`src/rtl/picosoc_bus_xbar.sv`:
```
// Single-master address decoder and response mux for the PicoSoC memory bus.
// Define PICOSOC_BUS_TIMEOUT_EN to add a per-access REQ timeout that aborts with a bus error.
module picosoc_bus_xbar #(
    parameter int                 NSLV     = 4,
    parameter logic [NSLV*32-1:0] SLV_BASE = {NSLV{32'h0}},
    parameter logic [NSLV*32-1:0] SLV_MASK = {NSLV{32'hFFFF_FFFF}},
    parameter logic [31:0]        ERR_DATA = 32'hDEAD_BEEF,
    parameter int                 TIMEOUT  = 255
) (
    input  logic                 clk,
    input  logic                 resetn,
    input  logic                 mem_valid,
    output logic                 mem_ready,
    input  logic [31:0]          mem_addr,
    input  logic [31:0]          mem_wdata,
    input  logic [3:0]           mem_wstrb,
    output logic [31:0]          mem_rdata,
    output logic [NSLV-1:0]      s_valid,
    input  logic [NSLV-1:0]      s_ready,
    input  logic [NSLV*32-1:0]   s_rdata,
    output logic [31:0]          s_addr,
    output logic [31:0]          s_wdata,
    output logic [3:0]           s_wstrb,
    output logic                 irq_buserr,
    output logic [31:0]          err_addr
);

    localparam int SEL_W = (NSLV > 1) ? $clog2(NSLV) : 1;

    typedef enum logic [1:0] {IDLE, REQ, RESP} state_t;

    if (NSLV < 1 || NSLV > 16 || TIMEOUT < 1 || TIMEOUT > 65535) begin : g_param_check
        $error("picosoc_bus_xbar: NSLV or TIMEOUT out of range");
    end

    state_t             state_q, state_d;
    logic [SEL_W-1:0]   sel_q, sel_d;
    logic [31:0]        addr_q, addr_d;
    logic [31:0]        wdata_q, wdata_d;
    logic [3:0]         wstrb_q, wstrb_d;
    logic [31:0]        rdata_q, rdata_d;
    logic               err_q, err_d;
    logic [31:0]        err_addr_q, err_addr_d;

    logic               hit;
    logic [SEL_W-1:0]   hit_idx;
    logic               sel_ready;
    logic [31:0]        sel_rdata;

    // Scanning from the top index down lets the lowest matching region win on overlap.
    always_comb begin
        // NOTE: every always_comb output gets a default first so no path leaves it unassigned (no latch).
        hit     = 1'b0;
        hit_idx = '0;
        for (int i = NSLV - 1; i >= 0; i--) begin
            if ((mem_addr & SLV_MASK[32*i +: 32]) == SLV_BASE[32*i +: 32]) begin
                hit     = 1'b1;
                hit_idx = SEL_W'(i);
            end
        end
    end

    always_comb begin
        sel_ready = 1'b0;
        sel_rdata = '0;
        s_valid   = '0;
        for (int i = 0; i < NSLV; i++) begin
            if (sel_q == SEL_W'(i)) begin
                sel_ready  = s_ready[i];
                sel_rdata  = s_rdata[32*i +: 32];
                s_valid[i] = (state_q == REQ);
            end
        end
    end

`ifdef PICOSOC_BUS_TIMEOUT_EN
    logic [15:0] cnt_q, cnt_d;
    logic        timeout_hit;

    always_comb begin
        cnt_d       = cnt_q;
        timeout_hit = 1'b0;
        if (state_q == IDLE) begin
            cnt_d = '0;
        end else if (state_q == REQ) begin
            cnt_d       = cnt_q + 16'd1;
            timeout_hit = (cnt_d == 16'(TIMEOUT));
        end
    end

    always_ff @(posedge clk) begin
        if (!resetn) cnt_q <= '0;
        else         cnt_q <= cnt_d;
    end
`else
    logic timeout_hit;
    assign timeout_hit = 1'b0;
`endif

    always_comb begin
        state_d    = state_q;
        sel_d      = sel_q;
        addr_d     = addr_q;
        wdata_d    = wdata_q;
        wstrb_d    = wstrb_q;
        rdata_d    = rdata_q;
        err_d      = err_q;
        err_addr_d = err_addr_q;
        unique case (state_q)
            IDLE: begin
                if (mem_valid) begin
                    sel_d   = hit_idx;
                    addr_d  = mem_addr;
                    wdata_d = mem_wdata;
                    wstrb_d = mem_wstrb;
                    if (hit) begin
                        state_d = REQ;
                        err_d   = 1'b0;
                    end else begin
                        state_d = RESP;
                        rdata_d = ERR_DATA;
                        err_d   = 1'b1;
                    end
                end
            end
            REQ: begin
                // A slave response on the timeout edge still wins over the abort.
                if (sel_ready) begin
                    state_d = RESP;
                    rdata_d = sel_rdata;
                    err_d   = 1'b0;
                end else if (timeout_hit) begin
                    state_d = RESP;
                    rdata_d = ERR_DATA;
                    err_d   = 1'b1;
                end
            end
            RESP: begin
                if (err_q) err_addr_d = addr_q;
                state_d = IDLE;
            end
            default: state_d = IDLE;
        endcase
    end

    always_ff @(posedge clk) begin
        // NOTE: sequential state uses non-blocking assignments so all flops update from pre-edge values.
        if (!resetn) begin
            state_q    <= IDLE;
            sel_q      <= '0;
            addr_q     <= '0;
            wdata_q    <= '0;
            wstrb_q    <= '0;
            rdata_q    <= '0;
            err_q      <= 1'b0;
            err_addr_q <= '0;
        end else begin
            state_q    <= state_d;
            sel_q      <= sel_d;
            addr_q     <= addr_d;
            wdata_q    <= wdata_d;
            wstrb_q    <= wstrb_d;
            rdata_q    <= rdata_d;
            err_q      <= err_d;
            err_addr_q <= err_addr_d;
        end
    end

    assign mem_ready  = (state_q == RESP);
    assign irq_buserr = (state_q == RESP) && err_q;
    assign mem_rdata  = rdata_q;
    assign s_addr     = addr_q;
    assign s_wdata    = wdata_q;
    assign s_wstrb    = wstrb_q;
    assign err_addr   = err_addr_q;

endmodule

```
`config.mk`:
```
export PLATFORM = sky130hd
export DESIGN_NAME = picosoc_bus_xbar
export DESIGN_NICKNAME = d
export VERILOG_FILES = /design/src/rtl/picosoc_bus_xbar.sv
export SDC_FILE = /design/constraint.sdc
export NUM_CORES = 1
export LEC_CHECK = 0
export ABC_AREA = 1
export CAP_MARGIN = 15
export CORE_AREA = 3 3 132 134
export DETAILED_ROUTE_END_ITERATION = 6
export DIE_AREA = 0 0 135 137
export GPL_TIMING_DRIVEN = 0
export MAX_ROUTING_LAYER = met4
export PLACE_DENSITY = 0.75
export SLEW_MARGIN = 30
export SYNTH_ARGS = -nofsm -noshare
export SYNTH_HDL_FRONTEND = slang
export SYNTH_SLANG_ARGS = --single-unit
```
`constraint.sdc`:
```
create_clock -name clk -period 1.66 [get_ports clk]
set_input_delay 0.332 -clock clk [delete_from_list [all_inputs] [get_ports clk]]
set_output_delay 0.332 -clock clk [all_outputs]
set_load 0.02 [all_outputs]
```
==> impl_metrics.xml, run 1 <==
<?xml version="1.0" encoding="UTF-8"?>
<metrics>
  <group name="pwr">
    <metric name="pwr-share-clk" unit="%">44.8</metric>
    <metric name="power_density" unit="nW/um^2">1048</metric>
    <metric name="intPower" unit="mW">6.566</metric>
    <metric name="switching_power" unit="mW">2.358</metric>
    <metric name="report.power.total" unit="mW">8.924</metric>
    <metric name="total_leakage_power" unit="nW">3.955</metric>
    <metric name="comb_power_share" unit="%">15.4</metric>
    <metric name="ir_drop" unit="mV">0.5917</metric>
    <metric name="power.sequential.fraction" unit="%">39.8</metric>
    <metric name="sw_share" unit="%">26.43</metric>
  </group>
  <group name="final_layout">
    <metric name="instances_no_fill" unit="">1197</metric>
    <metric name="n_fill_cell" unit="">1628</metric>
    <metric name="multi_input_comb_area" unit="um^2">2132</metric>
    <metric name="layout-drive-gt1-share" unit="%">11.67</metric>
    <metric name="layout.area.seq" unit="um^2">2710</metric>
    <metric name="final_nets" unit="">1167</metric>
    <metric name="postLayoutCellArea" unit="um^2">8512</metric>
    <metric name="num_antenna_cells" unit="">0</metric>
    <metric name="flow.area_growth_from_synthesis" unit="%">60.33</metric>
  </group>
  <group name="timing">
    <metric name="final_min_period_over_clock_period" unit="%">97.66</metric>
    <metric name="hold_violations" unit="">0</metric>
    <metric name="timing.final.crit_period" unit="ns">1.621</metric>
    <metric name="totalNegativeSetupSlack" unit="ns">0</metric>
    <metric name="maxSlewHeadroom" unit="%">62.54</metric>
    <metric name="report.final.setup_viol" unit="">0</metric>
    <metric name="maximum_clock_rate" unit="MHz">616.9</metric>
    <metric name="worst_pin_slew" unit="ns">0.5620</metric>
    <metric name="timing.clock.skew" unit="ns">0.008084</metric>
    <metric name="timing_max_transition_violations_final" unit="">0</metric>
    <metric name="layout_setup_ws" unit="ns">0.03892</metric>
  </group>
  <group name="critical_path">
    <metric name="worst_setup_path_start_kind" unit="">register</metric>
    <metric name="crit_chain" unit="">inv_2 &gt; nor2_4 &gt; buf_6 &gt; buf_4</metric>
    <metric name="cp_startpoint" unit="">state_q[0]</metric>
    <metric name="ff2ff_setup_slack" unit="ns">0.07</metric>
    <metric name="endpoint_kind" unit="">output port</metric>
    <metric name="timing.rr.start" unit="">state_q[1]</metric>
    <metric name="cpMaxStageDelayCell" unit="">sky130_fd_sc_hd__dfxtp_4</metric>
    <metric name="worstRegToRegCells" unit="">6</metric>
    <metric name="crit-reg2reg-capture" unit="">s_wdata[29]</metric>
    <metric name="critical_path_required" unit="ns">1.33</metric>
    <metric name="worst-path-max-fanout" unit="">10</metric>
    <metric name="timing.setup.critical_path_class" unit="">reg2out</metric>
    <metric name="timing.critical_path.slowest_cell_delay" unit="ns">0.37</metric>
    <metric name="end_point_of_the_critical_path" unit="">s_valid[0]</metric>
    <metric name="cp_data_arrival_time" unit="ns">1.29</metric>
  </group>
  <group name="drt">
    <metric name="drc_errors" unit="">0</metric>
    <metric name="routed-via-count" unit="">5274</metric>
    <metric name="drtIter0Drc" unit="">209</metric>
    <metric name="wl" unit="um">16940</metric>
    <metric name="wl_per_cell" unit="um">14.15</metric>
    <metric name="dr.pass1.iters" unit="">4</metric>
    <metric name="route.antenna.remaining_nets" unit="">0</metric>
    <metric name="viasPerCell" unit="">4.406</metric>
  </group>
  <group name="floorplanning">
    <metric name="floorplan.die.width" unit="um">135</metric>
    <metric name="core_region_area" unit="um^2">16410</metric>
    <metric name="count_of_standard_cell_rows" unit="">47</metric>
    <metric name="num_io_pins" unit="">341</metric>
    <metric name="die_height" unit="um">137</metric>
    <metric name="floorplan.die_area" unit="um^2">18500</metric>
    <metric name="floorplan.initialDensity" unit="%">32.36</metric>
  </group>
  <group name="clock_network">
    <metric name="cts-root-to-sink-buffers" unit="">2</metric>
    <metric name="cts_sinks" unit="">135</metric>
    <metric name="worst_skew_pair.late_latency" unit="ns">0.42</metric>
    <metric name="clk_pin_slew" unit="ns">0.06</metric>
    <metric name="cts_tree" unit="">built</metric>
    <metric name="buffer_cell_driving_the_clock_tree_root" unit="">sky130_fd_sc_hd__clkbuf_16</metric>
    <metric name="htreeDepth" unit="">4</metric>
    <metric name="cts_made_buffers" unit="">17</metric>
  </group>
  <group name="placement">
    <metric name="gp_routability_congestion" unit="">0.8273</metric>
    <metric name="place_hpwl" unit="um">12890</metric>
    <metric name="dpl_cell_area" unit="um^2">7954</metric>
    <metric name="dp.cells" unit="">1159</metric>
    <metric name="io_buffer_count" unit="">236</metric>
    <metric name="dp_worst_setup_slack" unit="ns">-0.4706</metric>
  </group>
  <group name="logic_synthesis">
    <metric name="synth.avg_cell_area" unit="um^2">7.573</metric>
    <metric name="yosys_warnings" unit="">0</metric>
    <metric name="seq_area_frac_synth" unit="%">50.91</metric>
    <metric name="synth_area" unit="um^2">5309</metric>
    <metric name="syn_inst" unit="">701</metric>
    <metric name="number_of_distinct_library_cells_after_synthesis" unit="">24</metric>
    <metric name="postSynthRegisterBits" unit="">135</metric>
  </group>
  <group name="grt">
    <metric name="antenna_found_initial" unit="">0</metric>
    <metric name="grt_first_pass_wirelength" unit="um">25620</metric>
    <metric name="via_count_of_the_first_global_routing_pass" unit="">5095</metric>
    <metric name="grt-ovfl-total" unit="">0</metric>
    <metric name="track_usage" unit="%">18.23</metric>
    <metric name="grt_start_max_net_pins" unit="">17</metric>
  </group>
  <group name="worst_hold_path">
    <metric name="min_path_type" unit="">in2reg</metric>
  </group>
  <group name="run">
    <metric name="timing.max_cap.violations" unit="">0</metric>
  </group>
  <group name="status">
    <metric name="outcome" unit="">finished clean</metric>
  </group>
</metrics>
cell type report:
| cell class | count | area share [%] |
|---|---|---|
| plain buffers | 49 | 3.719 |
| clock buffers | 17 | 4.998 |
| clock inverters | 15 | 2.367 |
| inverters | 55 | 2.484 |
| multi-input cells | 463 | 25.05 |
| flip-flops and latches | 135 | 31.84 |
| well taps | 220 | 3.234 |
| repair buffers | 243 | 26.31 |
power by group through the flow:
stage | logic, mW | clock network [mW] | registers [mW]
6_report | 1.37 | 4.00 | 3.55
3_3_place_gp | 1.49 | 0 | 3.62
3_5_place_dp | 1.50 | 0 | 3.63
4_1_cts | 1.37 | 4.09 | 3.56
2_1_floorplan | 0.475 | 0 | 3.86
5_1_grt | 1.49 | 4.23 | 3.58
state kept, by name, summed over array words and instances, names as in the netlist:
name       cells
err_addr      32
err_q          1
mem_rdata     32
s_addr        32
s_wdata       32
s_wstrb        4
state_q        2
cell families (layout without fill, tap and decap cells):
| group | Yosys count | after routing | share of synthesized area, % |
|---|---|---|---|
| buffers and inverters | 105 | 379 | 9.639 |
| AOI/OAI and AO/OA | 135 | 135 | 14.14 |
| and+or+nand+nor | 325 | 325 | 25.24 |
| other | 1 | 3 | 0.07064 |
| DFF | 135 | 135 | 50.91 |
cells in the final DEF (no fill, tap or decap), types with 4 or more instances in the layout:
| master | instances |
|---|---|
| sky130_fd_sc_hd__nand2_4 | 4 |
| sky130_fd_sc_hd__clkinv_4 | 4 |
| sky130_fd_sc_hd__inv_1 | 51 |
| sky130_fd_sc_hd__nand2_1 | 114 |
| sky130_fd_sc_hd__buf_2 | 15 |
| sky130_fd_sc_hd__clkdlybuf4s50_1 | 101 |
| sky130_fd_sc_hd__nand4_1 | 24 |
| sky130_fd_sc_hd__a21oi_1 | 46 |
| sky130_fd_sc_hd__bufinv_16 | 4 |
| sky130_fd_sc_hd__nor2_1 | 164 |
| sky130_fd_sc_hd__nand3_1 | 8 |
| sky130_fd_sc_hd__dlygate4sd2_1 | 132 |
| sky130_fd_sc_hd__dfxtp_1 | 133 |
| sky130_fd_sc_hd__clkbuf_1 | 16 |
| sky130_fd_sc_hd__clkbuf_16 | 17 |
| sky130_fd_sc_hd__buf_4 | 19 |
| sky130_fd_sc_hd__a21oi_2 | 20 |
| sky130_fd_sc_hd__o21ai_0 | 68 |
worst max-delay path, delay by kind of cell, from the launching register on:
kind	cells	cell delay, ns
DFF	1	0.37
buffers and inverters	3	0.38
and+or+nand+nor	1	0.13
repair_timing:
action,CTS,global route
setup endpoints to repair,156,32
pin swaps,2,1
resized for setup,153,14
setup buffers,2,5
hold buffers,0,0
stage by stage:
step,utilization [%],hold slack (ns)
after CTS,51.52,0.2230
after global routing,51.88,0.2352
after floorplan,-,0.4613
after detailed placement,48.48,0.4349
after global placement,48.48,0.4326
final,51.88,0.2438
metal layers:
layer	track usage (%)	up-vias	wire (um)
li1	-	2745	-
met5	-	-	0
met3	4.890	23	1021
met4	6.047	0	344
met2	30.24	164	8229
met1	21.61	2342	7347
synthesized netlist by cell type (all sizes together):
master	count	share of area (%)
clkinv	1	0.071
inv	54	3.8
nand2	121	9.0
o21ai	69	6.5
a21oi	66	7.6
dfxtp	135	51
buf	33	4.5
nand3	10	1.1
or2	1	0.12
nand4	24	2.8
nor2	169	12
clkbuf	17	1.3
conb	1	0.071
how the worst min path moves through the flow:
| stage | start | endpoint | slack (ns) | cells past startpoint |
|---|---|---|---|---|
| 2_1_floorplan | err_q | err_q | 0.46 | 2 |
| 3_3_place_gp | mem_rdata[31] | mem_rdata[31] | 0.43 | 2 |
| 3_5_place_dp | mem_rdata[0] | mem_rdata[0] | 0.43 | 2 |
| 4_1_cts | resetn | mem_rdata[28] | 0.22 | 3 |
| 5_1_grt | resetn | mem_rdata[28] | 0.24 | 3 |
| 6_report | resetn | mem_rdata[28] | 0.24 | 3 |
Note: power is estimated with default switching activity, not from simulation.
==> run 2: changes to the inputs <==
--- a/config.mk
+++ b/config.mk
@@ -12,8 +12,9 @@
 export DIE_AREA = 0 0 135 137
 export GPL_TIMING_DRIVEN = 0
 export MAX_ROUTING_LAYER = met4
-export PLACE_DENSITY = 0.75
+export PLACE_DENSITY = 0.72
 export SLEW_MARGIN = 30
 export SYNTH_ARGS = -nofsm -noshare
 export SYNTH_HDL_FRONTEND = slang
 export SYNTH_SLANG_ARGS = --single-unit
+export TNS_END_PERCENT = 100
==> run 2 against run 1 <==
Compared with the run above: clock power is 17% lower; first-iteration DRC count is 9.1% higher; final cell count about the same; critical path type unchanged; fmax is 0.12% lower.
==> impl_metrics.xml, run 2 (same netlist as run 1, synthesis figures left out) <==
<?xml version="1.0" encoding="UTF-8"?>
<metrics>
  <group name="status">
    <metric name="outcome" unit="">finished clean</metric>
  </group>
  <group name="clock_network">
    <metric name="worst_skew_pair.late_latency" unit="ns">0.42</metric>
    <metric name="htreeDepth" unit="">4</metric>
    <metric name="cts_sinks" unit="">135</metric>
    <metric name="clk_pin_slew" unit="ns">0.05</metric>
    <metric name="cts_tree" unit="">built</metric>
    <metric name="buffer_cell_driving_the_clock_tree_root" unit="">sky130_fd_sc_hd__clkbuf_16</metric>
    <metric name="cts-root-to-sink-buffers" unit="">2</metric>
    <metric name="cts_made_buffers" unit="">17</metric>
  </group>
  <group name="drt">
    <metric name="route.antenna.remaining_nets" unit="">0</metric>
    <metric name="wl" unit="um">16990</metric>
    <metric name="drtIter0Drc" unit="">228</metric>
    <metric name="wl_per_cell" unit="um">14.21</metric>
    <metric name="routed-via-count" unit="">5262</metric>
    <metric name="viasPerCell" unit="">4.400</metric>
    <metric name="drc_errors" unit="">0</metric>
    <metric name="dr.pass1.iters" unit="">4</metric>
  </group>
  <group name="final_layout">
    <metric name="layout_common_cells" unit="">sky130_fd_sc_hd__nor2_1, sky130_fd_sc_hd__dfxtp_1, sky130_fd_sc_hd__dlygate4sd2_1</metric>
    <metric name="layout-drive-gt1-share" unit="%">11.37</metric>
    <metric name="num_antenna_cells" unit="">0</metric>
    <metric name="most_common_cell_after_layout_fill_and_taps_aside" unit="">sky130_fd_sc_hd__nor2_1</metric>
    <metric name="postLayoutCellArea" unit="um^2">8394</metric>
    <metric name="n_fill_cell" unit="">1642</metric>
    <metric name="final_nets" unit="">1168</metric>
    <metric name="multi_input_comb_area" unit="um^2">2122</metric>
    <metric name="layout.area.seq" unit="um^2">2705</metric>
    <metric name="flow.area_growth_from_synthesis" unit="%">58.12</metric>
  </group>
  <group name="critical_path">
    <metric name="cp.buffers_inverters" unit="">3</metric>
    <metric name="timing.setup.critical_path_class" unit="">reg2out</metric>
    <metric name="worst-path-max-fanout" unit="">12</metric>
    <metric name="crit_chain" unit="">inv_1 &gt; nor2_2 &gt; nand2_2 &gt; clkinv_4 &gt; buf_4</metric>
    <metric name="critical_path_required" unit="ns">1.33</metric>
    <metric name="worst_setup_path_start_kind" unit="">register</metric>
    <metric name="cp.depth" unit="">5</metric>
    <metric name="worst_path_dominant_cell_family" unit="">flip-flops</metric>
    <metric name="endpoint_kind" unit="">output port</metric>
    <metric name="cp_data_arrival_time" unit="ns">1.29</metric>
    <metric name="cpMaxStageDelayCell" unit="">sky130_fd_sc_hd__dfxtp_2</metric>
    <metric name="timing.critical_path.slowest_cell_delay" unit="ns">0.36</metric>
    <metric name="worstRegToRegCells" unit="">6</metric>
  </group>
  <group name="timing">
    <metric name="totalNegativeSetupSlack" unit="ns">0</metric>
    <metric name="timing.clock.skew" unit="ns">0.004344</metric>
    <metric name="maximum_clock_rate" unit="MHz">616.1</metric>
    <metric name="report.final.setup_viol" unit="">0</metric>
    <metric name="timing.final.crit_period" unit="ns">1.623</metric>
    <metric name="hold_violations" unit="">0</metric>
    <metric name="worst_pin_slew" unit="ns">0.5563</metric>
    <metric name="maxSlewHeadroom" unit="%">62.91</metric>
    <metric name="timing_max_transition_violations_final" unit="">0</metric>
    <metric name="final_min_period_over_clock_period" unit="%">97.78</metric>
    <metric name="grt_setup_unrepaired" unit="">true</metric>
  </group>
  <group name="pwr">
    <metric name="total_leakage_power" unit="nW">3.901</metric>
    <metric name="switching_power" unit="mW">2.232</metric>
    <metric name="ir_drop" unit="mV">0.6194</metric>
    <metric name="power_density" unit="nW/um^2">980.7</metric>
    <metric name="comb_power_share" unit="%">16.6</metric>
    <metric name="sw_share" unit="%">27.11</metric>
    <metric name="power.sequential.fraction" unit="%">43.2</metric>
    <metric name="pwr-share-clk" unit="%">40.2</metric>
    <metric name="intPower" unit="mW">6.000</metric>
  </group>
  <group name="placement">
    <metric name="dpl_cell_area" unit="um^2">7954</metric>
    <metric name="io_buffer_count" unit="">236</metric>
    <metric name="gp_routability_congestion" unit="">0.8426</metric>
    <metric name="place_hpwl" unit="um">12920</metric>
  </group>
  <group name="grt">
    <metric name="antenna_found_initial" unit="">0</metric>
    <metric name="track_usage" unit="%">18.35</metric>
    <metric name="via_count_of_the_first_global_routing_pass" unit="">4979</metric>
    <metric name="grt_first_pass_wirelength" unit="um">25580</metric>
    <metric name="grt_start_max_net_pins" unit="">17</metric>
    <metric name="grt-ovfl-total" unit="">0</metric>
  </group>
  <group name="worst_hold_path">
    <metric name="whs_path_depth" unit="">3</metric>
    <metric name="min_path_type" unit="">in2reg</metric>
  </group>
  <group name="floorplanning">
    <metric name="floorplan.die.width" unit="um">135</metric>
    <metric name="num_io_pins" unit="">341</metric>
    <metric name="floorplan.initialDensity" unit="%">32.36</metric>
    <metric name="count_of_standard_cell_rows" unit="">47</metric>
    <metric name="floorplan.die_area" unit="um^2">18500</metric>
    <metric name="die_height" unit="um">137</metric>
    <metric name="core_region_area" unit="um^2">16410</metric>
  </group>
  <group name="run">
    <metric name="timing.max_cap.violations" unit="">0</metric>
  </group>
</metrics>
run 2: changes by cell type in the layout (fill, tap and decap cells not counted), moves of 2 or more:
cell                        before  now
sky130_fd_sc_hd__clkbuf_1       16   18
sky130_fd_sc_hd__dfxtp_2         0    2
sky130_fd_sc_hd__clkinv_2        3    5
sky130_fd_sc_hd__bufinv_16       4    0
sky130_fd_sc_hd__inv_6           2    0
sky130_fd_sc_hd__dfxtp_4         2    0
sky130_fd_sc_hd__clkinv_4        4    1
sky130_fd_sc_hd__clkbuf_8        0    2
run 2: stage by stage:
stage / cells / power [mW] / worst slack, ns / util (%) / hold WS (ns)
floorplan: 703 / 4.335 / 0.2154 / - / 0.4613
global placement: 1159 / 5.121 / -0.4462 / 48.48 / 0.4315
detailed placement: 1159 / 5.132 / -0.4574 / 48.48 / 0.4419
CTS: 1191 / 8.341 / -0.1316 / 50.80 / 0.2280
global route: 1196 / 8.644 / -0.04677 / 51.16 / 0.2400
finish: 1196 / 8.233 / 0.03689 / 51.16 / 0.2486
run 2: worst paths after layout:
check                from  slack (ns)       endpoint
max            state_q[1]        0.04     irq_buserr
min                resetn        0.25  mem_rdata[30]
max reg2reg    state_q[1]        0.16    s_wdata[30]
min reg2reg  mem_rdata[1]        0.45   mem_rdata[1]
run 2: layout make-up:
| cell class | instances | area share, % |
|---|---|---|
| buffer | 49 | 3.711 |
| clock buffer | 21 | 5.485 |
| clock inverter | 9 | 0.6558 |
| inverter | 55 | 2.519 |
| multi-input combinational | 463 | 25.28 |
| sequential | 135 | 32.23 |
| tap | 220 | 3.279 |
| timing repair buffer | 244 | 26.84 |
run 2: worst register-to-register path: cells and delay by family, from the launching register on:
kind | cells | cell delay, ns
buf+inv | 2 | 0.43
compound gates | 1 | 0.21
flops | 1 | 0.33
simple gates | 3 | 0.41
run 2: power by group through the flow:
stage	Sequential, mW	Clock [mW]	Combinational [mW]
2_1_floorplan	3.86	0	0.475
3_3_place_gp	3.62	0	1.50
3_5_place_dp	3.63	0	1.50
4_1_cts	3.56	3.41	1.37
5_1_grt	3.58	3.57	1.49
6_report	3.55	3.31	1.37
run 2: metal layers:
metal,wire (um),vias up,share of wire (%),GRT usage [%]
met3,1076,22,6.3,4.853
met5,0,-,0,-
li1,-,2742,-,-
met1,7360,2342,43,22.00
met4,325,0,1.9,6.887
met2,8232,156,48,29.79
run 2: repair_timing:
item	4_1_cts	5_1_grt
setup buffers	2	6
pin swaps	2	0
resized for setup	152	9
endpoints found under the setup margin	144	30
hold buffers	0	0
